File: config.mk
export PLATFORM = sky130hd
export DESIGN_NAME = bus_master_ctrl
export DESIGN_NICKNAME = d
export VERILOG_FILES = /design/src/rtl/bus_pkg.sv /design/src/rtl/bus_master_ctrl.sv
export SDC_FILE = /design/constraint.sdc
export NUM_CORES = 1
export LEC_CHECK = 0
export BUFFER_PORTS_ARGS = -buffer_cell sky130_fd_sc_hd__buf_2
export CORE_MARGIN = 1
export CORE_UTILIZATION = 42
export CTS_CLUSTER_DIAMETER = 120
export DETAILED_ROUTE_END_ITERATION = 8
export PLACE_DENSITY = 0.76
export SYNTH_ARGS = -nofsm -noshare
export SYNTH_HDL_FRONTEND = slang
export SYNTH_SLANG_ARGS = --single-unit
File: constraint.sdc
create_clock -name clk -period 1.4 [get_ports clk]
set_input_delay 0.42 -clock clk [delete_from_list [all_inputs] [get_ports clk]]
set_output_delay 0.42 -clock clk [all_outputs]
set_load 0.01 [all_outputs]
File: src/rtl/bus_pkg.sv
// Shared types and constants for the single-outstanding bus master.
package bus_pkg;

  localparam int BUS_DATA_W = 32;
  localparam int BUS_ADDR_W = 32;

  localparam logic BUS_CMD_READ  = 1'b0;
  localparam logic BUS_CMD_WRITE = 1'b1;

  typedef enum logic [1:0] {
    IDLE = 2'd0,
    REQ  = 2'd1,
    RESP = 2'd2,
    GAP  = 2'd3
  } bus_state_e;

endpackage

File: src/rtl/bus_master_ctrl.sv
// Single-outstanding bus master: takes one command from the upstream
// valid/ready port, runs the req/ack handshake with the slave and returns
// the result on the response port.
// Optional request timeout: define BUS_MASTER_CTRL_TIMEOUT_EN.
module bus_master_ctrl
  import bus_pkg::*;
#(
  parameter int DATA_W         = BUS_DATA_W,
  parameter int ADDR_W         = BUS_ADDR_W,
  parameter int TIMEOUT_CYCLES = 16
) (
  input  logic              clk,
  input  logic              rst,
  input  logic              cmd_valid,
  output logic              cmd_ready,
  input  logic              cmd_we,
  input  logic [ADDR_W-1:0] cmd_addr,
  input  logic [DATA_W-1:0] cmd_wdata,
  output logic              resp_valid,
  input  logic              resp_ready,
  output logic [DATA_W-1:0] resp_rdata,
  output logic              resp_err,
  output logic              req,
  output logic              cmd,
  output logic [ADDR_W-1:0] addr,
  output logic [DATA_W-1:0] wdata,
  input  logic              ack,
  input  logic [DATA_W-1:0] rdata
);

  // A one-cycle timeout window would abort before the slave could ever ack.
  if (TIMEOUT_CYCLES < 2) begin : g_bad_cfg
    $error("bus_master_ctrl: TIMEOUT_CYCLES must be at least 2");
  end

  bus_state_e        r_state, w_state_nxt;
  logic              r_req, w_req_nxt;
  logic              r_cmd, w_cmd_nxt;
  logic [ADDR_W-1:0] r_addr, w_addr_nxt;
  logic [DATA_W-1:0] r_wdata, w_wdata_nxt;
  logic              r_resp_valid, w_resp_valid_nxt;
  logic [DATA_W-1:0] r_resp_rdata, w_resp_rdata_nxt;
  logic              r_resp_err, w_resp_err_nxt;

`ifdef BUS_MASTER_CTRL_TIMEOUT_EN
  localparam int CNT_W = $clog2(TIMEOUT_CYCLES);
  logic [CNT_W-1:0] r_cnt, w_cnt_nxt;
`endif

  // Ready only while idle; held low during reset so nothing is taken then.
  assign cmd_ready = (r_state == IDLE) && rst;

  assign req        = r_req;
  assign cmd        = r_cmd;
  assign addr       = r_addr;
  assign wdata      = r_wdata;
  assign resp_valid = r_resp_valid;
  assign resp_rdata = r_resp_rdata;
  assign resp_err   = r_resp_err;

  // Next-state and next-output decode for the transaction FSM.
  always_comb begin
    // NOTE: every target gets a default first so no path can infer a latch.
    w_state_nxt      = r_state;
    w_req_nxt        = r_req;
    w_cmd_nxt        = r_cmd;
    w_addr_nxt       = r_addr;
    w_wdata_nxt      = r_wdata;
    w_resp_valid_nxt = r_resp_valid;
    w_resp_rdata_nxt = r_resp_rdata;
    w_resp_err_nxt   = r_resp_err;
`ifdef BUS_MASTER_CTRL_TIMEOUT_EN
    w_cnt_nxt        = r_cnt;
`endif
    case (r_state)
      IDLE: begin
        if (cmd_valid) begin
          w_cmd_nxt   = cmd_we;
          w_addr_nxt  = cmd_addr;
          w_wdata_nxt = cmd_wdata;
          w_req_nxt   = 1'b1;
          w_state_nxt = REQ;
`ifdef BUS_MASTER_CTRL_TIMEOUT_EN
          w_cnt_nxt   = '0;
`endif
        end
      end
      REQ: begin
        // An ack in the final timeout cycle still completes normally.
        if (ack) begin
          w_req_nxt        = 1'b0;
          w_resp_rdata_nxt = (r_cmd == BUS_CMD_WRITE) ? '0 : rdata;
          w_resp_err_nxt   = 1'b0;
          w_resp_valid_nxt = 1'b1;
          w_state_nxt      = RESP;
        end
`ifdef BUS_MASTER_CTRL_TIMEOUT_EN
        else if (r_cnt == CNT_W'(TIMEOUT_CYCLES - 1)) begin
          w_req_nxt        = 1'b0;
          w_resp_rdata_nxt = '0;
          w_resp_err_nxt   = 1'b1;
          w_resp_valid_nxt = 1'b1;
          w_state_nxt      = RESP;
        end else begin
          w_cnt_nxt = r_cnt + 1'b1;
        end
`endif
      end
      RESP: begin
        if (resp_ready) begin
          w_resp_valid_nxt = 1'b0;
          w_state_nxt      = GAP;
        end
      end
      GAP: begin
        w_state_nxt = IDLE;
      end
      default: begin
        w_state_nxt = IDLE;
      end
    endcase
  end

  // State and registered outputs, with synchronous active-low reset.
  always_ff @(posedge clk) begin
    if (!rst) begin
      // NOTE: all control and datapath registers are reset; there is no memory here.
      r_state      <= IDLE;
      r_req        <= 1'b0;
      r_cmd        <= 1'b0;
      r_addr       <= '0;
      r_wdata      <= '0;
      r_resp_valid <= 1'b0;
      r_resp_rdata <= '0;
      r_resp_err   <= 1'b0;
    end else begin
      // NOTE: non-blocking assignments so every register samples pre-edge values.
      r_state      <= w_state_nxt;
      r_req        <= w_req_nxt;
      r_cmd        <= w_cmd_nxt;
      r_addr       <= w_addr_nxt;
      r_wdata      <= w_wdata_nxt;
      r_resp_valid <= w_resp_valid_nxt;
      r_resp_rdata <= w_resp_rdata_nxt;
      r_resp_err   <= w_resp_err_nxt;
    end
  end

`ifdef BUS_MASTER_CTRL_TIMEOUT_EN
  // Cycles spent in REQ without an ack.
  always_ff @(posedge clk) begin
    if (!rst) r_cnt <= '0;
    else      r_cnt <= w_cnt_nxt;
  end
`endif

endmodule

### After elaboration in Yosys (flattened, before gate mapping)

Index checks and enable logic that the tools add are counted.
Widths: inputs -> output; s select.

| word-level totals | value |
|---|---|
| register bits | 101 |
| latch bits | 0 |
| memory bits (writable) | 0 |
| memory bits (read-only) | 0 |
| input port bits | 102 |
| output and inout bits | 101 |
| logic and storage cells | 33 |
| memories kept | 0 |

| operators by class | value |
|---|---|
| add/sub/neg operators | 0 |
| multiply operators | 0 |
| divide/modulo/power cells | 0 |
| $lt $le $gt $ge | 0 |
| equal/unequal tests | 6 |
| shifts and indexed selects | 0 |
| mux-type cells | 11 |
| bitwise gates (word level) | 0 |
| reductions and logical operators | 9 |

Operators by type and width:

| cell | number |
|---|---|
| $mux 32 | 1 |
| $reduce_and 3->1 | 3 |
| $pmux 2 s4 | 1 |
| $mux 2 | 3 |
| $ne 2x2->1 const B | 3 |
| $eq 2x2->1 const B | 2 |
| $mux 1 | 4 |
| $pmux 1 s2 | 2 |
| $reduce_and 2->1 | 2 |
| $reduce_bool 2->1 | 2 |
| $eq 2x1->1 const B | 1 |
| $logic_not 2->1 | 1 |
| $logic_and 1x1->1 | 1 |

### Longest topological paths before layout

| depth | value |
|---|---|
| depth after elaboration | 3 |
| depth in mapped cells | 7 |
| mapped depth without buffers | 5 |

### Worst setup path after synthesis

OpenSTA, ideal clock, no wires.

| timing | value |
|---|---|
| path type | register to register |
| start | register r_state[0] |
| end | register r_addr[10], in the netlist addr[10] |
| library setup time | 66 ps |
| arrival | 1237 ps |
| data required time | 1334 ps |
| setup slack | 97 ps |
| cell stages (with the launch flop) | 8 |
| path buffers | 2 |
| cells stage by stage | dfxtp_1 -> inv_1 -> ha_1 -> nand2_1 -> buf_4 -> buf_2 -> nand2_1 -> a21boi_2 |

| between the ends | value |
|---|---|
| longest elaborated chain between the ends | 2 |

Ends and longest elaborated chain:

| element | RTL line | RTL |
|---|---|---|
| start, declared | bus_master_ctrl.sv:36 | `bus_state_e r_state, w_state_nxt;` |
| start signal, assigned | bus_master_ctrl.sv:138 | `r_state <= w_state_nxt;` |
| $logic_not 2->1 | bus_master_ctrl.sv:75 | `case (r_state)` |
| $reduce_and 2->1 (no line) | - |  |
| end signal, assigned | bus_master_ctrl.sv:141 | `r_addr <= w_addr_nxt;` |
| end, declared | bus_master_ctrl.sv:39 | `logic [ADDR_W-1:0] r_addr, w_addr_nxt;` |

No other way between the ends.
A chain may end at the register's enable or synchronous reset.

### Worst setup path after layout

| timing | value |
|---|---|
| start | register r_state[0] |
| end | output cmd_ready |

| between the ends | value |
|---|---|
| longest elaborated chain between the ends | 2 |

Ends and longest elaborated chain:

| element | RTL line | RTL |
|---|---|---|
| $logic_not 2->1 | bus_master_ctrl.sv:51 | `assign cmd_ready = (r_state == IDLE) && rst;` |
| $logic_and 1x1->1 | bus_master_ctrl.sv:51 |  |
| end, declared | bus_master_ctrl.sv:15 | `output logic cmd_ready,` |

No other way between the ends.

==> qor.txt <==
Sequential share of the synthesized area -> 46.7%
Starting density of the core -> 43.9%
Placed Instance Area -> 0.00538 sq mm
CP endpoint kind -> output port
Final instance area -> 0.00625 sq mm
GR Util All Layers -> 19.5%
Routed WL -> 12,700 microns
Min Tclk post-route -> 1570 ps
Antenna violations before repair -> 0
Post-Syn Area per Cell -> 9.34 sq um
Tcrit/Tclk final -> 112%
Final Setup Violations -> 29
Post-synthesis cell count -> 463
Kind of critical path -> reg -> out
Clock-pin slew on the worst setup and hold paths -> 100 ps
Top FF cell, synth -> dfxtp_1
Comb power frac -> 47.9%
Worst path cell trace -> inv_2 -> ha_4 -> and2_4 -> buf_6
Slowest-stage cell, CP -> dfxtp_2
Largest area contributor in the netlist -> dfxtp_1
PwrDens -> 1770 mW/mm^2
# clock sinks -> 101
Max-slew violation count -> 0
Synthesis-stage register bit count -> 101
Starting DRT DRC Count -> 108
Internal Power -> 7.03 mW
Synth Area in Simple Gates -> 23.1%
Final worst slack -> -165 ps
Height of the die -> 103 microns
Final Core Density -> 63.3%
Crit-path max FO -> 2
Ant diodes -> 0
# rows -> 36
First-pass GRT wire length -> 16,200 microns
EDFF count, synth -> 0
Vias in the first global route -> 3,697
Fill cells -> 822
Synth Area in XOR/XNOR -> 0%
Area added between synthesis and finish -> 44.4%
Failing checks -> negative setup slack
Hold_buf cts -> 0
Final ANT Viol Nets -> 0
DP HPWL -> 7390 microns
Synth top area cells -> dfxtp_1 (47%), nand2_1 (14%), a21boi_2 (13%), a21boi_0 (8.3%), nand4b_1 (6.5%)
Synth cell count leaders -> nand2_1 (166), dfxtp_1 (101), a21boi_2 (50), a21boi_0 (48), nand4b_1 (32)
Clock latency at the later pin of the worst-skew pair -> 360 ps
Critical path arrival -> 1150 ps
Bufs and invs on worst path -> 2
Sw frac -> 36.4%
Cell with the most instances after synthesis -> nand2_1
Leak pwr -> 2.82 nW
Mux share of post-synthesis cell area -> 0.231%
Largest family of logic cells by synthesized area -> simple AND/OR/NAND/NOR gates
Vias per cell -> 5.00
Startpoint class of the critical path -> flip-flop
Post-Synth Adder-Cell Area -> 1.16%
Compound-gate portion of the synthesized area -> 22.2%
Largest net degree at the start of global routing -> 103
RSZ-0062 raised after global routing -> yes
Synthesis Warnings -> 0
Number of distinct library cells after synthesis -> 29
Die Wd -> 103 microns
GRT overflow -> 0
Hold crit path type -> in -> reg
Status -> finished with violations
Nets -> 777
Clock Skew -> 11.4 ps
Hold WS -> 287 ps
Clock power frac -> 18.7%
Mapped Area -> 0.00433 sq mm
CTS Buffer Depth -> 2
# IOs -> 203
Core area -> 0.00986 sq mm
Input/output buffers -> 201
Slowest stage delay, CP -> 350 ps
Hold Vio Cnt, Final -> 0
DRC Markers -> 0
Root buffer cell -> clkbuf_8
Critical path data required time -> 980 ps
Max Freq -> 639 MHz
Layout cells sized above 1 -> 52.7%
DR pass1 iterations -> 4
Die area -> 0.0107 sq mm
Placer Congestion -> 0.801
Switching Power -> 4.02 mW
VDD IR max -> 790 uV
Wire per inst -> 15.7 microns
H-tree depth -> 3
Async SR Flop Fraction -> 0%
Syn_nets -> 569
Crit path max-delay family -> flip-flops
Vias -> 4,043
Tot Pwr -> 11.0 mW
Seq pwr share -> 33.4%
Num CTS Buffers -> 9
TritonCTS clock tree -> yes
Yosys top cell area share -> 46.7%
MaxCap Viol Count -> 0
final timing paths:
path | depth (start not counted) | slack [ps] | end | from
setup / recovery | 4 | -170 | cmd_ready | r_state[0]
hold / removal | 3 | 290 | addr[23] | cmd_addr[23]
setup reg to reg | 7 | -90 | req | r_state[0]
hold reg to reg | 2 | 450 | addr[31] | addr[31]
tightest hold or removal path, stage by stage:
cell and delay (ps):
buf_2 100, nand2_2 40, a21boi_1 50
stage by stage:
| stage | setup TNS (ps) | setup slack, ps | instances |
|---|---|---|---|
| global route | -2850 | -208 | 809 |
| detailed placement | -857 | -125 | 770 |
| CTS | -177 | -171 | 792 |
| floorplan | 0 | 96.8 | 463 |
| finish | -746 | -165 | 809 |
| global placement | -0.214 | -0.214 | 770 |
power groups by stage:
| stage | Sequential, mW | Clock (mW) | Combinational (mW) |
|---|---|---|---|
| finish | 3.69 | 2.07 | 5.29 |
| global route | 3.76 | 2.24 | 5.66 |
| CTS | 3.68 | 2.12 | 3.86 |
| detailed placement | 3.74 | 0 | 3.40 |
| global placement | 3.71 | 0 | 3.30 |
| floorplan | 3.95 | 0 | 2.20 |
metal layers:
| layer | up-vias | wire (microns) | track usage (%) |
|---|---|---|---|
| met3 | 17 | 1150 | 6.59 |
| li1 | 1966 | - | - |
| met1 | 1892 | 5040 | 21.1 |
| met5 | - | 0 | 0 |
| met4 | 0 | 179 | 7.26 |
| met2 | 168 | 6320 | 35.3 |
registers in the layout (all words and copies together) (netlist names):
register    flops
r_state         2
addr           32
resp_rdata     32
resp_valid      1
wdata          32
req             1
cmd             1
area by class of cell:
| class | instances | area (sq um) | share of cell area [%] |
|---|---|---|---|
| sequential | 101 | 2030 | 32.5 |
| clock buffer | 10 | 138 | 2.20 |
| clock inverter | 6 | 86.3 | 1.38 |
| inverter | 2 | 7.51 | 0.120 |
| timing repair buffer | 235 | 1560 | 24.9 |
| tap | 133 | 166 | 2.66 |
| multi-input combinational | 322 | 2260 | 36.2 |
cells in the final DEF (no fill, tap or decap), drive strengths merged, types with 3 or more instances in the layout:
cell type  count
buf          227
a21boi        98
ha             4
clkbuf        18
clkinv         3
nand4b        32
and2           4
a21oi          3
nand2        166
dfxtp        101
kinds of logic after synthesis:
group | after synthesis
compound gates | 104
mux | 1
simple gates | 210
fa+ha+maj | 4
other cells | 1
flops | 101
buf+inv | 42
timing repair:
action                     4_1_cts  5_1_grt
resized for setup               17       82
setup endpoints to repair       85       81
pin swaps                        1       21
cloned                           2       14
buffers inserted                 4        3
(Power assumes the default switching activity.)
